**config.mk**
```make
export PLATFORM = sky130hd
export DESIGN_NAME = plic_gateway_priority_core_flat
export DESIGN_NICKNAME = d
export VERILOG_FILES = /design/src/rtl/plic_gateway_priority_core_if.sv /design/src/rtl/plic_gateway_priority_core.sv /design/src/flat_wrapper.sv
export SDC_FILE = /design/constraint.sdc
export NUM_CORES = 1
export LEC_CHECK = 0
export CAP_MARGIN = 10
export CORE_MARGIN = 1.5
export CORE_UTILIZATION = 50
export CTS_CLUSTER_DIAMETER = 80
export DETAILED_ROUTE_END_ITERATION = 7
export PLACE_DENSITY = 0.73
export SLEW_MARGIN = 20
export SYNTH_ARGS = -nofsm -noshare
export SYNTH_HDL_FRONTEND = slang
export SYNTH_SLANG_ARGS = --single-unit
```
**constraint.sdc**
```tcl
create_clock -name clk -period 71.1 [get_ports clk]
set_input_delay 14.22 -clock clk [delete_from_list [all_inputs] [get_ports clk]]
set_output_delay 14.22 -clock clk [all_outputs]
set_load 0.1 [all_outputs]
```
**src/rtl/plic_gateway_priority_core_if.sv**
```systemverilog
// Register-bus bundle for the PLIC pending/priority core.
// master: drives base_addr/addr/wen/ren/wdata, samples rdata/addr_valid.
// slave : the core; rdata/addr_valid are combinational from addr.
interface plic_gateway_priority_core_if;
  logic [31:0] base_addr;
  logic [31:0] addr;
  logic        wen;
  logic        ren;
  logic [31:0] wdata;
  logic [31:0] rdata;
  logic        addr_valid;

  modport master (
    output base_addr, addr, wen, ren, wdata,
    input  rdata, addr_valid
  );

  modport slave (
    input  base_addr, addr, wen, ren, wdata,
    output rdata, addr_valid
  );
endinterface

```
**src/rtl/plic_gateway_priority_core.sv**
```systemverilog
// PLIC pending/priority core: per-source gateway FSM, programmable priorities,
// threshold, registered max-priority arbiter and claim/complete register.
// Source s is interrupt ID s+1; ID 0 means "no interrupt".
// Ports:
//   clk          clock
//   n_rst        async active-low reset
//   irq_src_i    raw source requests (synchronous to clk)
//   irq_enable_i per-source enables
//   bus          register bus (slave modport); rdata/addr_valid combinational
//   irq_out_o    registered hart interrupt request
// Register window (offset = addr - base_addr):
//   0x0000+4k priority ID k, 0x1000+4w pending word w, 0x2000 threshold,
//   0x2004 claim/complete, 0x3000+4w trigger-type word w.
// Optional feature: define PLIC_EDGE_TRIGGER_EN for per-source edge-triggered
// gateways with a 1-deep re-pend flag; otherwise all sources are level mode.
module plic_gateway_priority_core #(
  parameter int unsigned N_INTERRUPTS = 32,
  parameter int unsigned PRIO_BITS    = 3,
  parameter int unsigned ID_BITS      = 10
) (
  input  logic                          clk,
  input  logic                          n_rst,
  input  logic [N_INTERRUPTS-1:0]       irq_src_i,
  input  logic [N_INTERRUPTS-1:0]       irq_enable_i,
  plic_gateway_priority_core_if.slave   bus,
  output logic                          irq_out_o
);

  // Word count for pending/trigger maps: bit j of word w is ID 32w+j.
  localparam int unsigned N_WORDS = N_INTERRUPTS / 32 + 1;
  localparam int unsigned VEC_W   = N_WORDS * 32;

  localparam logic [1:0] GW_IDLE    = 2'b00;
  localparam logic [1:0] GW_PENDING = 2'b01;
  localparam logic [1:0] GW_CLAIMED = 2'b10;

  logic [1:0]           gw_q   [N_INTERRUPTS];
  logic [1:0]           gw_d   [N_INTERRUPTS];
  logic [PRIO_BITS-1:0] prio_q [N_INTERRUPTS];
  logic [PRIO_BITS-1:0] prio_d [N_INTERRUPTS];
  logic [PRIO_BITS-1:0] thresh_q, thresh_d;
  logic [ID_BITS-1:0]   best_id_q, best_id_d;
  logic                 irq_q, irq_d;
  logic [PRIO_BITS-1:0] best_prio_c;

  logic [31:0]             off_c;
  logic [9:0]              word_c;
  logic                    base_ok_c;
  logic                    sel_prio_c, sel_pend_c, sel_thr_c, sel_claim_c, sel_trig_c;
  logic                    claim_c, cmpl_c;
  logic [ID_BITS-1:0]      cmpl_id_c;
  logic [N_INTERRUPTS-1:0] req_c;
  logic [VEC_W-1:0]        pend_vec_c;
  logic [31:0]             rdata_c;
  logic                    unused_bits_c;

`ifdef PLIC_EDGE_TRIGGER_EN
  logic [N_INTERRUPTS-1:0] trig_q, trig_d;
  logic [N_INTERRUPTS-1:0] prev_q;
  logic [N_INTERRUPTS-1:0] repend_q, repend_d;
  logic [N_INTERRUPTS-1:0] rep_c;
  logic [VEC_W-1:0]        trig_vec_c;
`endif

  // Address decode: word-aligned offsets inside the 16 KiB window only.
  assign off_c       = bus.addr - bus.base_addr;
  assign word_c      = off_c[11:2];
  assign base_ok_c   = (off_c[31:14] == 18'd0) && (off_c[1:0] == 2'b00);
  assign sel_prio_c  = base_ok_c && (off_c[13:12] == 2'd0) && (32'(word_c) <= N_INTERRUPTS);
  assign sel_pend_c  = base_ok_c && (off_c[13:12] == 2'd1) && (32'(word_c) < N_WORDS);
  assign sel_thr_c   = base_ok_c && (off_c[13:0] == 14'h2000);
  assign sel_claim_c = base_ok_c && (off_c[13:0] == 14'h2004);
  assign sel_trig_c  = base_ok_c && (off_c[13:12] == 2'd3) && (32'(word_c) < N_WORDS);

  assign bus.addr_valid = sel_prio_c | sel_pend_c | sel_thr_c | sel_claim_c | sel_trig_c;

  // A claim only has a side effect when there is a winner to hand out.
  assign claim_c   = bus.ren && sel_claim_c && (best_id_q != '0);
  assign cmpl_c    = bus.wen && sel_claim_c;
  assign cmpl_id_c = bus.wdata[ID_BITS-1:0];

  assign unused_bits_c = ^{bus.wdata, bus.ren};

`ifdef PLIC_EDGE_TRIGGER_EN
  // Edge sources request on a rising edge; level sources on the raw level.
  assign req_c = irq_src_i & irq_enable_i & ~(prev_q & trig_q);
  assign rep_c = repend_q | (trig_q & req_c);
`else
  assign req_c = irq_src_i & irq_enable_i;
`endif

  // Pending-bit image indexed by ID (bit 0 = ID 0, always clear).
  always_comb begin
    pend_vec_c = '0;
    for (int unsigned s = 0; s < N_INTERRUPTS; s++) begin
      pend_vec_c[s + 1] = (gw_q[s] == GW_PENDING);
    end
  end

`ifdef PLIC_EDGE_TRIGGER_EN
  always_comb begin
    trig_vec_c = '0;
    for (int unsigned s = 0; s < N_INTERRUPTS; s++) begin
      trig_vec_c[s + 1] = trig_q[s];
    end
  end
`endif

  // Read mux.
  always_comb begin
    rdata_c = '0;
    if (sel_prio_c) begin
      for (int unsigned s = 0; s < N_INTERRUPTS; s++) begin
        if (word_c == 10'(s + 1)) rdata_c = 32'(prio_q[s]);
      end
    end
    if (sel_pend_c) begin
      for (int unsigned w = 0; w < N_WORDS; w++) begin
        if (word_c == 10'(w)) rdata_c = pend_vec_c[w*32 +: 32];
      end
    end
`ifdef PLIC_EDGE_TRIGGER_EN
    if (sel_trig_c) begin
      for (int unsigned w = 0; w < N_WORDS; w++) begin
        if (word_c == 10'(w)) rdata_c = trig_vec_c[w*32 +: 32];
      end
    end
`endif
    if (sel_thr_c)   rdata_c = 32'(thresh_q);
    if (sel_claim_c) rdata_c = 32'(best_id_q);
  end

  assign bus.rdata = rdata_c;

  // Register writes and gateway next-state.
  always_comb begin
    thresh_d = thresh_q;
    prio_d   = prio_q;
    gw_d     = gw_q;
`ifdef PLIC_EDGE_TRIGGER_EN
    trig_d   = trig_q;
    repend_d = repend_q;
`endif
    if (bus.wen && sel_thr_c) thresh_d = bus.wdata[PRIO_BITS-1:0];
    for (int unsigned s = 0; s < N_INTERRUPTS; s++) begin
      if (bus.wen && sel_prio_c && (word_c == 10'(s + 1))) prio_d[s] = bus.wdata[PRIO_BITS-1:0];
`ifdef PLIC_EDGE_TRIGGER_EN
      if (bus.wen && sel_trig_c && (word_c == 10'((s + 1) / 32))) trig_d[s] = bus.wdata[(s + 1) % 32];
`endif
      case (gw_q[s])
        GW_IDLE: begin
          if (req_c[s]) gw_d[s] = GW_PENDING;
        end
        GW_PENDING: begin
          // A concurrent request is absorbed; the claim wins.
          if (claim_c && (best_id_q == ID_BITS'(s + 1))) gw_d[s] = GW_CLAIMED;
        end
        GW_CLAIMED: begin
`ifdef PLIC_EDGE_TRIGGER_EN
          repend_d[s] = rep_c[s];
`endif
          if (cmpl_c && (cmpl_id_c == ID_BITS'(s + 1))) begin
`ifdef PLIC_EDGE_TRIGGER_EN
            gw_d[s]     = rep_c[s] ? GW_PENDING : GW_IDLE;
            repend_d[s] = 1'b0;
`else
            gw_d[s]     = GW_IDLE;
`endif
          end
        end
        default: gw_d[s] = GW_IDLE;
      endcase
    end
  end

  // Arbiter: strict '>' keeps the lowest ID on priority ties; the source
  // being claimed this cycle is excluded so it cannot be handed out twice.
  always_comb begin
    best_id_d   = '0;
    best_prio_c = '0;
    for (int unsigned s = 0; s < N_INTERRUPTS; s++) begin
      if ((gw_q[s] == GW_PENDING) && irq_enable_i[s] && (prio_q[s] > thresh_q) &&
          !(claim_c && (best_id_q == ID_BITS'(s + 1))) && (prio_q[s] > best_prio_c)) begin
        best_prio_c = prio_q[s];
        best_id_d   = ID_BITS'(s + 1);
      end
    end
    irq_d = (best_id_d != '0);
  end

  always_ff @(posedge clk or negedge n_rst) begin
    if (!n_rst) begin
      thresh_q  <= '0;
      best_id_q <= '0;
      irq_q     <= 1'b0;
      for (int unsigned s = 0; s < N_INTERRUPTS; s++) begin
        prio_q[s] <= '0;
        gw_q[s]   <= GW_IDLE;
      end
    end else begin
      thresh_q  <= thresh_d;
      best_id_q <= best_id_d;
      irq_q     <= irq_d;
      for (int unsigned s = 0; s < N_INTERRUPTS; s++) begin
        prio_q[s] <= prio_d[s];
        gw_q[s]   <= gw_d[s];
      end
    end
  end

`ifdef PLIC_EDGE_TRIGGER_EN
  always_ff @(posedge clk or negedge n_rst) begin
    if (!n_rst) begin
      trig_q   <= '0;
      prev_q   <= '0;
      repend_q <= '0;
    end else begin
      trig_q   <= trig_d;
      prev_q   <= irq_src_i;
      repend_q <= repend_d;
    end
  end
`endif

  assign irq_out_o = irq_q;

endmodule
```
**src/flat_wrapper.sv**
```systemverilog
// flat-port wrapper written by rule: the top's interface ports become plain ports
module plic_gateway_priority_core_flat 
#(
  parameter int unsigned N_INTERRUPTS = 32,
  parameter int unsigned PRIO_BITS    = 3,
  parameter int unsigned ID_BITS      = 10
)
  (clk, n_rst, irq_src_i, irq_enable_i, irq_out_o, bus_base_addr, bus_addr, bus_wen, bus_ren, bus_wdata, bus_rdata, bus_addr_valid);
  plic_gateway_priority_core_if bus_i ();
  input  logic clk;
  input  logic n_rst;
  input  logic [N_INTERRUPTS-1:0] irq_src_i;
  input  logic [N_INTERRUPTS-1:0] irq_enable_i;
  output logic irq_out_o;
  input wire logic [$bits(bus_i.base_addr)-1:0] bus_base_addr;
  input wire logic [$bits(bus_i.addr)-1:0] bus_addr;
  input wire logic [$bits(bus_i.wen)-1:0] bus_wen;
  input wire logic [$bits(bus_i.ren)-1:0] bus_ren;
  input wire logic [$bits(bus_i.wdata)-1:0] bus_wdata;
  output wire logic [$bits(bus_i.rdata)-1:0] bus_rdata;
  output wire logic [$bits(bus_i.addr_valid)-1:0] bus_addr_valid;
  assign bus_i.base_addr = bus_base_addr;
  assign bus_i.addr = bus_addr;
  assign bus_i.wen = bus_wen;
  assign bus_i.ren = bus_ren;
  assign bus_i.wdata = bus_wdata;
  assign bus_rdata = bus_i.rdata;
  assign bus_addr_valid = bus_i.addr_valid;
  plic_gateway_priority_core #(.N_INTERRUPTS(N_INTERRUPTS), .PRIO_BITS(PRIO_BITS), .ID_BITS(ID_BITS)) u_core (.clk(clk), .n_rst(n_rst), .irq_src_i(irq_src_i), .irq_enable_i(irq_enable_i), .bus(bus_i), .irq_out_o(irq_out_o));
endmodule
```
# After elaboration in Yosys (flattened, before gate mapping)
# Cells that the tools add are included.
[word_totals]
ff_bits = 174
in_bits = 164
[classes]
addsub = 1
magnitude_cmp = 66
n_eq_ne = 260
n_mux = 229
bitwise_logic = 5
reduce_logical = 340
[ops]
columns = ["operator", "count"]
rows = [
  ["$eq 10x5->1 const B", 48],
  ["$mux 10", 31],
  ["$eq 10x4->1 const B", 24],
  ["$logic_and 1x1->1", 238],
  ["$mux 2", 96],
  ["$mux 32", 6],
  ["$pmux 2 s3", 32],
  ["$gt 3x3->1", 63],
  ["$mux 3", 63],
  ["$ne 2x1->1 const B", 64],
  ["$eq 10x3->1 const B", 12],
  ["$reduce_and 3->1", 32],
  ["$logic_not 2->1", 34],
  ["$eq 2x1->1 const B", 33],
  ["$eq 2x2->1 const B", 33],
  ["$ne 2x2->1 const B", 32],
  ["$eq 10x2->1 const B", 6],
  ["$and 32x32->32", 1],
  ["$logic_not 1->1", 32],
  ["$sub 32x32->32", 1],
  ["$eq 10x1->1 const B", 3],
  ["$eq 10x6->1 const B", 3],
  ["$eq 14x14->1 const B", 2],
  ["$reduce_bool 10->1", 2],
  ["other kinds (7)", 10],
]

# Depth between registers and ports, before layout
# Gate-level depths: netlist of the first run.
[depth]
depth_word = 105
ltp_mapped = 229
ltp_nobuf = 226

# Least setup slack after synthesis of the first run
# OpenSTA, ideal clock, no wires.
[synth_timing]
path_type = "input-to-reg"
from = "in bus_addr[0]"
to = "reg u_core.irq_q (netlist: u_core.irq_out_o)"
setup_time_ps = 144
t_arrival_ps = 52390
t_required_ps = 70956
setup_slack_ps = 18566
stages = 218
path_buffers = 3
path_cell_list = "inv_1 -> ha_1 -> inv_1 -> fa_1 -> a211oi_2 -> o21ai_1 -> a22oi_2 -> nand2_1 -> o311a_1 -> or4_4 -> nor4_4 -> and3_1 -> nand2_1 -> nand2_1 -> nor2_1 -> ha_1 -> nand3_1 -> nand4_1 -> (+182 left out) -> nor3b_1 -> o31a_1 -> maj3_2 -> a21oi_2 -> a31oi_1 -> ha_1 -> a311o_1 -> nor4_1 -> nand2_1 -> mux2_2 -> ha_1 -> nor2b_1 -> o21a_1 -> o221ai_1 -> nor2b_1 -> clkbuf_1 -> nor4b_1 -> nand4_1"
[synth_between]
elab_chain_cells = 105
[synth_rtl]
columns = ["element", "line", "text"]
rows = [
  ["from (decl)", "flat_wrapper.sv:16", "input wire logic [$bits(bus_i.addr)-1:0] bus_addr;"],
  ["$sub 32x32->32 *", "plic_gateway_priority_core.sv:66", "assign off_c = bus.addr - bus.base_addr;"],
  ["$logic_not 18->1 or $logic_not 2->1 (tied branches)", "plic_gateway_priority_core.sv:68", "assign base_ok_c = (off_c[31:14] == 18'd0) && (off_c[1:0] == 2'b00);"],
  ["$logic_and 1x1->1", "plic_gateway_priority_core.sv:68", ""],
  ["$logic_and 1x1->1 *", "plic_gateway_priority_core.sv:72", "assign sel_claim_c = base_ok_c && (off_c[13:0] == 14'h2004);"],
  ["$logic_and 1x1->1 * (2 in a row)", "plic_gateway_priority_core.sv:78", "assign claim_c = bus.ren && sel_claim_c && (best_id_q != '0);"],
  ["$logic_and 1x1->1", "plic_gateway_priority_core.sv:183", "!(claim_c && (best_id_q == ID_BITS'(s + 1))) && (prio_q[s] > best_prio_c)) begin"],
  ["$logic_not 1->1", "plic_gateway_priority_core.sv:183", ""],
  ["$logic_and 1x1->1", "plic_gateway_priority_core.sv:182", "if ((gw_q[s] == GW_PENDING) && irq_enable_i[s] && (prio_q[s] > thresh_q) &&"],
  ["(+90 left out)", "--", ""],
  ["$logic_and 1x1->1", "plic_gateway_priority_core.sv:183", ""],
  ["$mux 3", "plic_gateway_priority_core.sv:182", ""],
  ["$gt 3x3->1", "plic_gateway_priority_core.sv:183", ""],
  ["$logic_and 1x1->1", "plic_gateway_priority_core.sv:183", ""],
  ["$mux 10 *", "plic_gateway_priority_core.sv:182", ""],
  ["net u_core.best_id_d[5]", "plic_gateway_priority_core.sv:42", "logic [ID_BITS-1:0] best_id_q, best_id_d;"],
  ["$reduce_bool 10->1 *", "plic_gateway_priority_core.sv:188", "irq_d = (best_id_d != '0);"],
  ["net u_core.irq_d", "plic_gateway_priority_core.sv:43", "logic irq_q, irq_d;"],
  ["to (signal assigned)", "plic_gateway_priority_core.sv:203", "irq_q <= irq_d;"],
  ["to (decl)", "plic_gateway_priority_core.sv:43", ""],
]
# Mark *: on every way through the listed nets, which the timed path passes. The rest lies on a longest branch.
# A chain may end at the register's enable or synchronous reset.

# Worst setup path in the final report of the first run
[layout_timing]
from = "in bus_base_addr[23]"
to = "reg u_core.irq_q (netlist: u_core.irq_out_o)"
[layout_between]
elab_chain_cells = 105
[layout_rtl]
columns = ["element", "line", "text"]
rows = [
  ["from (decl)", "flat_wrapper.sv:15", "input wire logic [$bits(bus_i.base_addr)-1:0] bus_base_addr;"],
  ["$sub 32x32->32 *", "plic_gateway_priority_core.sv:66", ""],
  ["$logic_not 18->1 *", "plic_gateway_priority_core.sv:68", ""],
  ["$logic_and 1x1->1 *", "plic_gateway_priority_core.sv:68", ""],
  ["$logic_and 1x1->1 *", "plic_gateway_priority_core.sv:72", ""],
  ["$logic_and 1x1->1 * (2 in a row)", "plic_gateway_priority_core.sv:78", ""],
  ["$logic_and 1x1->1", "plic_gateway_priority_core.sv:183", ""],
  ["$logic_not 1->1", "plic_gateway_priority_core.sv:183", ""],
  ["$logic_and 1x1->1", "plic_gateway_priority_core.sv:182", ""],
  ["(+89 left out)", "--", ""],
  ["$gt 3x3->1", "plic_gateway_priority_core.sv:183", ""],
  ["$logic_and 1x1->1", "plic_gateway_priority_core.sv:183", ""],
  ["$mux 3", "plic_gateway_priority_core.sv:182", ""],
  ["$gt 3x3->1", "plic_gateway_priority_core.sv:183", ""],
  ["$logic_and 1x1->1", "plic_gateway_priority_core.sv:183", ""],
  ["$mux 10 *", "plic_gateway_priority_core.sv:182", ""],
  ["$reduce_bool 10->1 *", "plic_gateway_priority_core.sv:188", ""],
  ["net u_core.irq_d", "plic_gateway_priority_core.sv:43", ""],
]
# Marked as above.

==> impl_metrics.tcl, run 1 <==
set metrics [dict create \
    viasPerCell 6.45 \
    syn_nets 2589 \
    tns_ns 0 \
    n_fill_cell 3271 \
    path_class "in -> reg" \
    antenna_found_initial 1 \
    cp_common_cell "ha_1" \
    relSlewSlack_pct 17.5 \
    yosysSeqAreaShare_pct 23.8 \
    async_reset_ff_share_pct 100 \
    status "finished clean" \
    synth_edf_count 0 \
    core_region_area_mm2 0.0353 \
    ctsHoldBuffers 0 \
    rsz0062_at_grt "false" \
    io_pins 198 \
    synth_adder_area_share_pct 12.2 \
    die_area_mm2 0.0368 \
    critPathArrivalTime_ns 58.75 \
    ys_types 106 \
    area_delta_synth_final_pct 16.0 \
    detail_route.wl_per_cell_um 21.6 \
    hold_viol 0 \
    post_cts_buffers 0 \
    hold_class "reg -> reg" \
    grt_use_total_pct 33.8 \
    ir_drop_uv 18.6 \
    grt_pass1_vias 17945 \
    die_height_um 192 \
    worstSetupStartpointType "input port" \
    tightest_slew_ns 1.24 \
    cts_tree "built" \
    cts_htree_levels 4 \
    cts_made_buffers 17 \
    power.density_mw_per_mm2 13.1 \
    ys_seq_elements 170 \
    max_freq_mhz 17.1 \
    syn_area_mm2 0.0178 \
    clk_path_buf_depth 2 \
    routed_wl_um 62400 \
    clk_pin_slew_ns 0.07 \
    synthCells 2256 \
    leakagePower_nw 8.81 \
    yosys.area_share.simple_pct 24.1 \
    dominantRegCellSynth "dfrtp_1" \
    final_nets 2751 \
    period_share_pct 82.3 \
    layout-drive-gt1-share_pct 9.13 \
    drc_errors 0 \
    cts_resized 0 \
    port_buffers 175 \
    finalWorstPathRequiredPeriod_ns 58.49 \
    cts-root-buf "clkbuf_16" \
    crit_path_top_delay_cell "a2111oi_0" \
    first_pass_iters 6 \
    initial_core_util_pct 50.5 \
    setup_violations 0 \
    final_util_pct 58.6 \
    finalClockSkew_ns 0.00957 \
    slew_viol_final 0 \
    gp_congestion 0.967 \
    ant_nets 0 \
    p_total_uw 271 \
    synthMuxAreaShare_pct 6.90 \
    via_count 18648 \
    cp_max_fo 11 \
    diodes 0 \
    synthXorXnorAreaFrac_pct 0.736 \
    final_common_cell "nand2_1" \
    dp_hpwl_um 48300 \
    synth_compound_area_share_pct 27.9 \
    crit_required_ns 71.36 \
    clock_sinks 170 \
    max_stage_delay_ns 0.62 \
    grt_start_max_net_pins 80 \
    pre_cts_ws_ns 12.93 \
    finalWorstSetupSlack_ns 12.61 \
    rows 69 \
    endpoint_kind "register" \
    synth_warnings 0 \
    mostFrequentLayoutCells "248 x nand2_1, 224 x nor2_1, 174 x clkdlybuf4s50_1, 170 x dfrtp_1, 168 x ha_1" \
    insertion_delay_ns 0.45 \
    synth_top_family_by_area "compound AO/OA/AOI/OAI gates" \
    syn_avg_cell_area_um2 7.91 \
    grt_pass1_wl_um 97000 \
    grt_overflow 0 \
    first_iter_violations 1856 \
    die_x_um 192 \
    cap_violations 0 \
]
power breakdown:
| part | switching (mW) | internal, mW |
|---|---|---|
| Sequential | 0.00450 | 0.0999 |
| Clock | 0.0461 | 0.0502 |
| Combinational | 0.0444 | 0.0260 |
| Total | 0.0950 | 0.176 |
layout make-up:
class | instances | area (µm²) | share of cell area [%]
Clock buffer | 19 | 443 | 2.14
Clock inverter | 13 | 133 | 0.641
Inverter | 150 | 563 | 2.72
Multi-Input combinational cell | 1885 | 12800 | 62.0
Sequential cell | 170 | 4250 | 20.5
Tap cell | 461 | 577 | 2.79
Timing Repair Buffer | 194 | 1900 | 9.17
flip-flops by register name, indices dropped and copies added, names as in the netlist:
register	count
u_core.best_id_q	6
u_core.gw_q	64
u_core.irq_out_o	1
u_core.prio_q	96
u_core.thresh_q	3
critical path, delay by kind of cell:
family	cells	cell delay, ns
and+or+nand+nor	73	11.91
AOI/OAI and AO/OA	91	19.14
adders and majority gates	36	10.42
muxes	7	2.22
buffers and inverters	6	0.76
synthesized netlist by cell type (25+ instances only):
| library cell | n | area, µm² |
|---|---|---|
| a21o_1 | 45 | 338 |
| a21oi_1 | 156 | 781 |
| a31oi_1 | 25 | 156 |
| and2_1 | 31 | 194 |
| and3_1 | 37 | 231 |
| clkbuf_1 | 41 | 154 |
| dfrtp_1 | 170 | 4250 |
| ha_1 | 168 | 2100 |
| inv_1 | 150 | 563 |
| mux2_2 | 102 | 1150 |
| nand2_1 | 248 | 931 |
| nand2b_1 | 44 | 275 |
| nand3_1 | 67 | 335 |
| nand4_1 | 25 | 156 |
| nor2_1 | 224 | 841 |
| nor2b_1 | 62 | 388 |
| nor3_1 | 39 | 195 |
| o211ai_1 | 26 | 195 |
| o21a_1 | 41 | 308 |
| o21ai_0 | 155 | 776 |
logic make-up (layout without fill, tap and decap cells):
| logic type | Yosys count | after routing |
|---|---|---|
| simple gates | 874 | 874 |
| buf+inv | 201 | 376 |
| flops | 170 | 170 |
| xor+xnor | 15 | 15 |
| fa+ha+maj | 175 | 175 |
| mux | 109 | 109 |
| compound gates | 712 | 712 |
routing by layer:
layer	vias up	share of wire [%]	routed length, µm	GRT usage (%)
met5	-	0	0	0
met4	0	4.5	2820	15.4
met3	165	8.0	4990	5.15
met2	853	46	28800	56.2
met1	8910	41	25800	43.1
li1	8720	-	-	-
metrics by stage:
stage                     instance area (µm²)  hold WS [ns]  cells
after global routing                    20700         0.450   2892
after global placement                  20100         0.416   2860
after detailed placement                20100         0.423   2860
after CTS                               20700         0.432   2892
final                                   20700         0.430   2892
after floorplan                         17800         0.405   2256
final timing paths:
path	from	to	slack (ns)	cells past startpoint
worst max-delay path	bus_base_addr[23]	u_core.irq_out_o$_DFF_PN0_	12.61	213
worst min-delay path	u_core.gw_q[31]$_DFFE_PN0P_	u_core.gw_q[30]$_DFFE_PN0P_	0.43	1
worst max register to register	u_core.best_id_q[2]$_DFF_PN0_	u_core.irq_out_o$_DFF_PN0_	27.41	207
worst min register to register	u_core.gw_q[31]$_DFFE_PN0P_	u_core.gw_q[30]$_DFFE_PN0P_	0.43	1
max in group asynchronous	n_rst	u_core.prio_q[90]$_DFFE_PN0P_	55.68	3
min in group asynchronous	n_rst	u_core.gw_q[26]$_DFFE_PN0P_	13.65	1
Power figures use the tool's default switching activity.
==> inputs of run 2 (changes only) <==
--- a/config.mk
+++ b/config.mk
@@ -10,7 +10,7 @@
 export CORE_UTILIZATION = 50
 export CTS_CLUSTER_DIAMETER = 80
 export DETAILED_ROUTE_END_ITERATION = 7
-export PLACE_DENSITY = 0.73
+export PLACE_DENSITY = 0.76
 export SLEW_MARGIN = 20
 export SYNTH_ARGS = -nofsm -noshare
 export SYNTH_HDL_FRONTEND = slang
==> constraint.sdc (replaced) <==
create_clock -name clk -period 52.4 [get_ports clk]
set_input_delay 10.48 -clock clk [delete_from_list [all_inputs] [get_ports clk]]
set_output_delay 10.48 -clock clk [all_outputs]
set_load 0.1 [all_outputs]
==> impl_metrics.tcl, run 2 (same netlist as run 1, synthesis figures left out) <==
set metrics [dict create \
    cts-root-buf "clkbuf_16" \
    layout-drive-gt1-share_pct 15.2 \
    max_freq_mhz 19.7 \
    top_register "u_core.prio_q" \
    crit_path_top_delay_cell "or4_1" \
    cts_tree "built" \
    grt_pass1_vias 18044 \
    max_stage_delay_ns 0.56 \
    clk_path_buf_depth 2 \
    first_iter_violations 1790 \
    cp_max_fo 7 \
    cap_violations 0 \
    die_height_um 192 \
    final_area_mm2 0.0218 \
    final_nets 2827 \
    endpoint_kind "register" \
    place_inst 2907 \
    clk_pin_slew_ns 0.08 \
    grt_use_total_pct 34.5 \
    detail_route.wl_per_cell_um 22.0 \
    cts_made_buffers 17 \
    io_pins 198 \
    placed_area_mm2 0.0205 \
    drc_errors 0 \
    first_pass_iters 8 \
    pre_cts_ws_ns 0.0534 \
    cts_htree_levels 4 \
    finalNonFillerCells 2970 \
    finalWorstPathRequiredPeriod_ns 50.76 \
    setup_violations 0 \
    p_total_uw 385 \
    finalWorstSetupSlack_ns 1.64 \
    worstSetupStartpointType "input port" \
    initial_core_util_pct 50.5 \
    slew_viol_final 0 \
    clock_sinks 170 \
    mostFrequentLayoutCells "246 x nand2_1, 209 x nor2_1, 174 x clkdlybuf4s50_1, 170 x dfrtp_1, 163 x ha_1" \
    ctsHoldBuffers 0 \
    hold_class "reg -> reg" \
    ir_drop_uv 25.3 \
    area_delta_synth_final_pct 22.2 \
    tightest_slew_ns 1.14 \
    rows 69 \
    final_common_cell "nand2_1" \
    relSlewSlack_pct 23.8 \
    hold_viol 0 \
    critPathArrivalTime_ns 51.01 \
    crit_required_ns 52.65 \
    ant_nets 0 \
    n_fill_cell 3149 \
    gp_congestion 0.991 \
    antenna_found_initial 2 \
    power.density_mw_per_mm2 17.7 \
    insertion_delay_ns 0.46 \
    grt_start_max_net_pins 103 \
    final_util_pct 61.8 \
    grt_overflow 0 \
    period_share_pct 96.9 \
    finalClockSkew_ns 0.0131 \
    dp_hpwl_um 49100 \
    path_class "in -> reg" \
    via_count 19310 \
    die_x_um 192 \
    largest_register_ffs 96 \
    die_area_mm2 0.0368 \
    viasPerCell 6.50 \
    core_region_area_mm2 0.0353 \
    cp_common_cell "ha_1" \
    status "finished clean" \
    port_buffers 175 \
    routed_wl_um 65300 \
    largestRegisters "u_core.prio_q (96), u_core.gw_q (64), u_core.best_id_q (6)" \
    ff2ff_setup_slack_ns 12.47 \
    leakagePower_nw 9.26 \
    grt_pass1_wl_um 98400 \
]
-- run 2: changes by cell type in the layout (fill, tap and decap cells not counted), moves of 6 or more --
cell      previous run  this run
buf_4               18        95
nor2_1             224       209
nor2_2               0        13
o21ai_0            155       145
a31oi_1             25        17
a21oi_1            156       149
a21oi_2              3        10
a31oi_2              1         7
o221ai_1            10         4
o221ai_2             1         7
-- run 2: worst max-delay path: cells and delay by family --
kind	cells	cell delay [ns]
compound gates	89	15.53
fa+ha+maj	37	10.87
simple gates	74	10.59
mux	6	1.95
buf+inv	10	1.57
-- run 2: cell type report --
type	instances	area (µm²)	area share, %
diodes	2	5.00	0.0229
clock buffers	18	439	2.01
clock inverters	14	180	0.826
inverters	150	563	2.58
multi-input cells	1885	13300	61.1
flip-flops and latches	170	4250	19.5
well taps	461	577	2.64
repair buffers	270	2470	11.3
-- run 2: path summary, 6_finish.rpt --
check	startpoint	end	cells after the start
setup / recovery	bus_base_addr[0]	u_core.irq_out_o$_DFF_PN0_	216
hold / removal	u_core.gw_q[51]$_DFFE_PN0P_	u_core.gw_q[50]$_DFFE_PN0P_	1
setup reg to reg	u_core.best_id_q[2]$_DFF_PN0_	u_core.irq_out_o$_DFF_PN0_	212
hold reg to reg	u_core.gw_q[51]$_DFFE_PN0P_	u_core.gw_q[50]$_DFFE_PN0P_	1
max in group asynchronous	n_rst	u_core.gw_q[60]$_DFFE_PN0P_	2
min in group asynchronous	n_rst	u_core.gw_q[25]$_DFFE_PN0P_	1
-- run 2: routing by layer --
metal  vias to the layer above  track usage (%)  wire length, µm
li1                       8872                -                -
met1                      9256             43.6            26500
met2                       969             56.6            30200
met3                       213             7.66             5930
met4                         0             14.4             2740
met5                         -                0                0
-- run 2: power breakdown --
part / switching (mW) / total, mW / internal [mW]
clock network: 0.0655 / 0.140 / 0.0740
registers: 0.00596 / 0.141 / 0.135
logic: 0.0649 / 0.104 / 0.0392
total: 0.136 / 0.385 / 0.249
-- run 2: timing repair --
item,CTS,global route
resized for setup,0,112
setup endpoints to repair,0,7
buffers inserted,0,29
-- run 2: through the flow --
stage / setup TNS, ns / hold WS [ns]
after detailed placement: 0 / 0.426
final: 0 / 0.429
after global placement: 0 / 0.413
after floorplan: 0 / 0.405
after CTS: 0 / 0.430
after global routing: -3.19 / 0.449
